[config.mk]
export PLATFORM = sky130hd
export DESIGN_NAME = write_audio
export DESIGN_NICKNAME = d
export VERILOG_FILES = /design/src/rtl/write_audio.sv
export SDC_FILE = /design/constraint.sdc
export NUM_CORES = 1
export LEC_CHECK = 0
export BUFFER_PORTS_ARGS = -buffer_cell sky130_fd_sc_hd__buf_2
export CAP_MARGIN = 40
export CORE_MARGIN = 3
export CORE_UTILIZATION = 35
export DETAILED_ROUTE_END_ITERATION = 16
export PLACE_DENSITY = 0.6
export SYNTH_ARGS = -nofsm -noshare
export SYNTH_HDL_FRONTEND = slang
export SYNTH_SLANG_ARGS = --single-unit
[constraint.sdc]
create_clock -name clock -period 3.42 [get_ports clock]
set_input_delay 0.342 -clock clock [delete_from_list [all_inputs] [get_ports clock]]
set_output_delay 0.342 -clock clock [all_outputs]
set_load 0.005 [all_outputs]
[src/rtl/write_audio.sv]
// write_audio: pops a left/right sample pair from two show-ahead FIFOs,
// dequantizes each by 2^BITS (truncating toward zero), saturates to
// CHAR_SIZE bits and emits four little-endian bytes (L-lo, L-hi, R-lo, R-hi)
// into a byte-wide output FIFO.
module write_audio #(
    parameter int DATA_SIZE = 32,
    parameter int CHAR_SIZE = 16,
    parameter int BYTE      = 8,
    parameter int BITS      = 10
) (
    input  logic                        clock,
    input  logic                        reset,
    input  logic                        left_empty,
    input  logic                        right_empty,
    output logic                        in_rd_en,
    input  logic signed [DATA_SIZE-1:0] left_in,
    input  logic signed [DATA_SIZE-1:0] right_in,
    input  logic                        out_full,
    output logic                        out_wr_en,
    output logic [BYTE-1:0]             data_out
);

    typedef enum logic [2:0] {IDLE, B0, B1, B2, B3} state_t;

    // Bias added to negative samples so the arithmetic shift rounds toward zero.
    localparam logic signed [DATA_SIZE-1:0] ROUND   = DATA_SIZE'((1 << BITS) - 1);
    localparam logic signed [DATA_SIZE-1:0] SAT_MAX = DATA_SIZE'((1 << (CHAR_SIZE - 1)) - 1);
    // Two's complement: ~MAX == -MAX-1 == most negative CHAR_SIZE value.
    localparam logic signed [DATA_SIZE-1:0] SAT_MIN = ~SAT_MAX;

    state_t               state;
    logic [CHAR_SIZE-1:0] l_word;
    logic [CHAR_SIZE-1:0] r_word;
    logic [CHAR_SIZE-1:0] l_deq;
    logic [CHAR_SIZE-1:0] r_deq;
    logic                 pair_ready;

    // Divide by 2^BITS toward zero, then clamp into the signed CHAR_SIZE range.
    function automatic logic [CHAR_SIZE-1:0] dequant(input logic signed [DATA_SIZE-1:0] x);
        logic signed [DATA_SIZE-1:0] q;
        if (x[DATA_SIZE-1])
            q = (x + ROUND) >>> BITS;
        else
            q = x >>> BITS;
        if (q > SAT_MAX)
            return SAT_MAX[CHAR_SIZE-1:0];
        else if (q < SAT_MIN)
            return SAT_MIN[CHAR_SIZE-1:0];
        else
            return q[CHAR_SIZE-1:0];
    endfunction

    // Dequantize the FIFO heads continuously; the result is captured on the pop.
    always_comb begin
        l_deq = dequant(left_in);
        r_deq = dequant(right_in);
    end

    // Pop/write strobes and byte mux; the pair is only popped when both sides
    // hold data and the frame slot is free (IDLE, or B3 while its byte goes out).
    always_comb begin
        pair_ready = !left_empty && !right_empty;
        out_wr_en  = (state != IDLE) && !out_full;
        in_rd_en   = pair_ready && ((state == IDLE) || ((state == B3) && !out_full));
        case (state)
            B1:      data_out = l_word[CHAR_SIZE-1:BYTE];
            B2:      data_out = r_word[BYTE-1:0];
            B3:      data_out = r_word[CHAR_SIZE-1:BYTE];
            default: data_out = l_word[BYTE-1:0];
        endcase
    end

    // Frame sequencer: latch a pair on pop, then step one byte per accepted write.
    always_ff @(posedge clock) begin
        if (reset) begin
            state  <= IDLE;
            l_word <= '0;
            r_word <= '0;
        end else begin
            if (in_rd_en) begin
                l_word <= l_deq;
                r_word <= r_deq;
            end
            case (state)
                IDLE: if (in_rd_en) state <= B0;
                B0:   if (!out_full) state <= B1;
                B1:   if (!out_full) state <= B2;
                B2:   if (!out_full) state <= B3;
                B3:   if (!out_full) state <= in_rd_en ? B0 : IDLE;
                default: state <= IDLE;
            endcase
        end
    end

endmodule

==> reports/results.ini, run 1 <==
[status]
status=complete, no violations

[clock_tree]
cts_setup_buffers=0
clkSlewWorstSetupHoldPaths_ns=0.07
cts_resized=0
cts_root_buf=clkbuf_8
htree_num_levels=2
cts_buffer_depth=2
clk_latency_ns=0.28
tritoncts=built
hold_buffers=0
cts.sinks=35
cts-buffers-inserted=5

[die]
coreArea_sq_um=6870
row_count=30
start_util_pct=36.5
io_pins=79
die_h_um=90.7
dieArea_sq_um=8220
die_w_um=90.7

[power_and_ir_drop]
seq_power_share_pct=43.4
finalPower_mw=1.07
power_density_nw_per_um2=346
power_frac_clock_pct=35.4
combPwrFrac_pct=21.2
internal_power_mw=0.783
p_sw_share_pct=27.0
p_leak_nw=1.31
switchingPower_mw=0.289
vdd_drop_max_mv=0.170

[global_route]
antenna_found_initial=0
grt_max_degree=25
grt_pass1_wl_mm=11.0
grt_overflow=0
first_global_vias=2403
track_usage_pct=15.9

[sta]
period_needed_ns=2.72
setup_viol=0
fmax_mhz=368
slew_headroom_pct=45.3
worst_pin_slew_ns=0.817
slew_viol_final=0
tns_ns=0
fin_worst_skew_ns=0.00180
finalHoldViolCount=0
rsz0062_at_grt=no
period_share_pct=79.5
whs_ns=0.385

[logic_synthesis]
yosys.area.top_type=dfxtp_1
synthTopCellsByArea=dfxtp_1 28%, nor2_1 8.7%, xnor2_1 6.6%
yosysWarnings=0
ys_seq_elements=35
synth.cell_area_sq_um=2510
postSynth.asyncResetShare_pct=0
synth_edf_count=0
seq_area_frac_synth_pct=27.9
synth_top_flop_cell=dfxtp_1
syn_avg_cell_area_sq_um=7.72
synth_top_area_share_pct=27.9
synth_nets=394
netlist_instances=325
synth.distinct_cells=42

[final_layout]
area_growth_pct=23.6
nNetsFinal=471
final_util_pct=45.2
drive_above_1_share_pct=25.3
finalNonFillerCells=499
num_antenna_cells=0

[place]
place_congestion=0.837
dp_cells=491
port_buffers=78
dp_hpwl_mm=5.42

[routing]
drtIter0Drc=116
drt-total-wl_mm=6.66
dr.pass1.iters=4
routedWlPerCell_um=13.4
drc=0
drt.antenna.violating_nets=0
via_count=2560
vias_per_cell=5.13

[critical_path]
critical_path_class=in2reg
cp_max_fo=12
startpoint_type=input pin
crit_arrival_ns=2.89
cp.required_ns=3.59
endpoint_kind=flip-flop

[worst_hold_path]
hold_path_class=in2reg

[job]
max_cap_violations=0

-- per-layer routing --
layer	GRT usage [%]	part of all wire [%]	vias to the layer above
li1	-	-	1340
met1	21.0	47	1181
met3	3.25	3.3	2
met2	27.2	50	37
met4	2.30	0.35	0
met5	0	0	-
-- power by group through the flow --
| stage | registers, mW | logic, mW | clock network (mW) |
|---|---|---|---|
| after floorplan | 0.461 | 0.139 | 0 |
| after global placement | 0.474 | 0.224 | 0 |
| after detailed placement | 0.475 | 0.228 | 0 |
| after CTS | 0.465 | 0.229 | 0.387 |
| after global routing | 0.469 | 0.257 | 0.406 |
| final | 0.465 | 0.227 | 0.379 |
-- worst max-delay path, cell delays in order --
cell and delay [ns]:
buf_2 0.10, or4_4 0.54, o41ai_4 0.47, nor3_4 0.07
a211o_1 0.27, a311o_1 0.37, o211a_1 0.37, a221o_2 0.34
-- final timing paths --
kind	cells past startpoint	endpoint	slack (ns)	from
worst min register to register	1	r_word[14]	0.50	r_word[14]
worst min-delay path	3	state[0]	0.38	out_full
worst max-delay path	8	r_word[1]	0.70	right_in[5]
worst max register to register	5	r_word[1]	0.82	state[0]
-- Yosys cell counts (8+ instances only) --
cell,count
nor2_1,58
dfxtp_1,35
nand2_1,26
xnor2_1,19
nand3_1,17
mux2i_1,16
xor2_1,14
nor3_1,13
a21oi_1,12
a221o_1,10
o21ai_0,10
o21a_1,9
and3_1,8
clkbuf_1,8
nand4_1,8
o211ai_1,8
-- registers in the layout, indices dropped and copies added, names as in the netlist --
signal,cells
l_word,16
r_word,16
state,3
-- layout by cell type (no fill, tap or decap), drive strengths merged, types with 3 or more instances in the layout --
cell type and n:
buf 84, nor2 58, dfxtp 35, nand2 26, xnor2 19, nand3 17
mux2i 16, xor2 14, nor3 14, a21oi 12, a221o 12, o21ai 11
o21a 9, o211ai 8, and3 8, nand4 8, inv 7, nor4 6
clkbuf 6, or3 5, a31oi 3, and4 3, a211oi 3
-- final cells by class --
cell class                 instances  area (sq um)
fill                             714          3770
multi-input combinational        269          1700
sequential                        35           701
timing repair buffer              84           435
tap                               96           120
clock buffer                       6          82.6
clock inverter                     2          35.0
inverter                           7          26.3
-- per-stage QoR --
stage	setup slack, ns	cell area [sq um]
2_1_floorplan	0.608	2510
3_3_place_gp	0.446	2980
3_5_place_dp	0.419	2980
4_1_cts	0.710	3100
5_1_grt	0.493	3100
6_report	0.701	3100
-- kinds of logic (layout without fill, tap and decap cells) --
logic type	count (synthesis)	in the layout	share of synthesized area [%]
and+or+nand+nor	150	150	28.6
AOI/OAI and AO/OA	70	70	21.3
DFF	35	35	27.9
xor gates and xnor gates	33	33	11.5
buffers and inverters	21	99	4.29
muxes	16	16	6.38
Power figures use the tool's default switching activity.
==> inputs of run 2 (changes only) <==
Clock period 3.42 ns to 2.8 ns, I/O delays scaled along.
==> run 2 against run 1 <==
Register-to-register slack gained 0.15 ns. Final cell count grew 1.8%. Die area is the same. Wire length grew 1.1%. Hold slack lost 0.077 ns. Via count grew 1.7%.
==> reports/results.ini, run 2 (synthesis gave the netlist of run 1 again) <==
[routing]
drt.antenna.violating_nets=0  ; unchanged
drc=0  ; unchanged
routedLengthMet1_mm=3.17  ; +1.7%
wl_met3_um=205  ; -8.1%
via_count=2604  ; +1.7%
vias_per_cell=5.13  ; about the same
highest_layer=met4
drt-total-wl_mm=6.74  ; +1.1%
routedWlPerCell_um=13.3  ; -0.67%
drtIter0Drc=150  ; +29%
dr.pass1.iters=5  ; +1
wl_met2_mm=3.30  ; about the same

[final_layout]
final_util_pct=45.9  ; +0.73 points
nFillCells=716  ; +0.28%
layout_common_cells=78 x buf_2, 58 x nor2_1, 35 x dfxtp_1
area_growth_pct=25.6
reg.largest.list=l_word (16), r_word (16), state (3)
multi_input_area_sq_um=1700  ; unchanged
final_area_sq_um=3150  ; +1.6%
regArea_sq_um=701  ; unchanged
finalNonFillerCells=508  ; +1.8%
nNetsFinal=480  ; +1.9%
num_antenna_cells=0  ; unchanged
final_common_cell=buf_2
drive_above_1_share_pct=26.7  ; +1.4 points

[place]
dp_hpwl_mm=5.51  ; +1.6%
place_congestion=0.843  ; +0.78%
port_buffers=78  ; unchanged
dpl_cell_area_sq_um=3050  ; +2.3%
preCtsSetupSlack_ns=-0.0520  ; -0.471 ns
dp_cells=500  ; +1.8%

[critical_path]
r2r_slack_ns=0.97  ; +0.15 ns
cp.required_ns=2.98  ; -0.61 ns
critical_path.slowest_cell=or4_4
cp_max_fo=12  ; unchanged
cp.depth=8  ; unchanged
critical_path_class=in2reg
worst_r2r_path_depth=6  ; +1
startpoint_type=input pin
critical_path.max_stage_delay_ns=0.54  ; about the same
endpoint_kind=flip-flop
crit_buf_inv=1  ; unchanged
worstPathCellList=buf_2, or4_4, o41ai_4, nor3_4, a211o_1, a311o_1, o211a_1, a221o_2
r2r-end=r_word[7]
crit_arrival_ns=2.72  ; -0.17 ns
path_delay_family=compound AO/OA/AOI/OAI gates
worstReg2RegStart=state[0]

[power_and_ir_drop]
p_sw_share_pct=28.2  ; +1.3 points
seq_power_share_pct=44.9  ; +1.5 points
internal_power_mw=0.898  ; +15%
finalPower_mw=1.25  ; +17%
switchingPower_mw=0.353  ; +22%
combPwrFrac_pct=23.2  ; +2.0 points
vdd_drop_max_mv=0.173  ; +2.0%
power_frac_clock_pct=31.9  ; -3.5 points
power_density_nw_per_um2=397  ; +15%
p_leak_nw=1.34  ; +2.6%

[clock_tree]
hold_buffers=0  ; unchanged
cts_buffer_depth=2  ; unchanged
tritoncts=built
cts-buffers-inserted=5  ; unchanged
clkSlewWorstSetupHoldPaths_ns=0.07  ; about the same
cts_root_buf=clkbuf_8
cts.sinks=35  ; unchanged
cts_resized=0  ; unchanged
clk_latency_ns=0.29  ; about the same
cts_setup_buffers=0  ; unchanged
htree_num_levels=2  ; unchanged

[global_route]
track_usage_pct=16.4  ; +0.54 points
first_global_vias=2385  ; -0.75%
antenna_found_initial=0  ; unchanged
grt_overflow=0  ; unchanged
grt_max_degree=25  ; unchanged
grt_pass1_wl_mm=11.2  ; +0.94%

[sta]
slew_headroom_pct=65.2  ; +20 points
period_share_pct=91.0
rsz0062_at_grt=no
fmax_mhz=393
whs_ns=0.307  ; -0.0775 ns
finalHoldViolCount=0  ; unchanged
setup_ws_ns=0.253  ; -0.449 ns
worst_pin_slew_ns=0.517  ; -0.300 ns
setup_viol=0  ; unchanged
slew_viol_final=0  ; unchanged
period_needed_ns=2.55
fin_worst_skew_ns=0.00499  ; +0.00319 ns
tns_ns=0  ; unchanged

[die]
die_h_um=90.7  ; unchanged
die_w_um=90.7  ; unchanged
row_count=30  ; unchanged
start_util_pct=36.5  ; unchanged
coreArea_sq_um=6870  ; unchanged
io_pins=79  ; unchanged
dieArea_sq_um=8220  ; unchanged

[worst_hold_path]
hold_path_class=in2reg
holdPathEnd=state[0]
worstHoldStart=out_full
hold-path-cell-count=3  ; unchanged

[job]
max_cap_violations=0  ; unchanged

[status]
status=complete, no violations

[run 2: cell types whose count changed in the layout (fill, tap and decap cells not counted)]
cell       change
clkinv_2       -1
buf_4          +9
clkbuf_8       +1
bufinv_16      -1
clkbuf_1       +1
[run 2: worst reg2reg max path, delay by kind of cell, from the launching register on]
family                 cells  cell delay (ns)
AO/OA/AOI/OAI              2             0.57
buffers and inverters      2             0.38
AND/OR/NAND/NOR            2             0.53
flip-flops                 1             0.30
[run 2: area by class of cell]
cell class	count	area share [%]
Multi-Input combinational cell	269	54.0
Sequential cell	35	22.2
Timing Repair Buffer	93	16.0
Tap cell	96	3.81
Clock buffer	8	3.18
Inverter	7	0.834
[run 2: power by group through the flow]
stage,registers [mW],clock network [mW],logic (mW)
finish,0.562,0.399,0.290
CTS,0.563,0.408,0.291
global placement,0.574,0,0.285
global route,0.567,0.432,0.326
detailed placement,0.574,0,0.291
floorplan,0.563,0,0.169
[run 2: how the worst max path moves through the flow]
stage                     slack [ns]         start         end
after floorplan                 0.05   right_in[5]  r_word[14]
after global placement        -0.004   right_in[5]   r_word[0]
after detailed placement       -0.05   right_in[5]   r_word[0]
after CTS                       0.26   right_in[5]   r_word[0]
after global routing            0.16  right_in[11]   r_word[0]
final                           0.25   right_in[5]   r_word[0]
[run 2: layer usage]
layer  global-route usage, %  up-vias
met4                    4.21        0
met3                    2.92        7
li1                        -     1365
met1                    21.9     1191
met2                    27.4       41
met5                       0        -
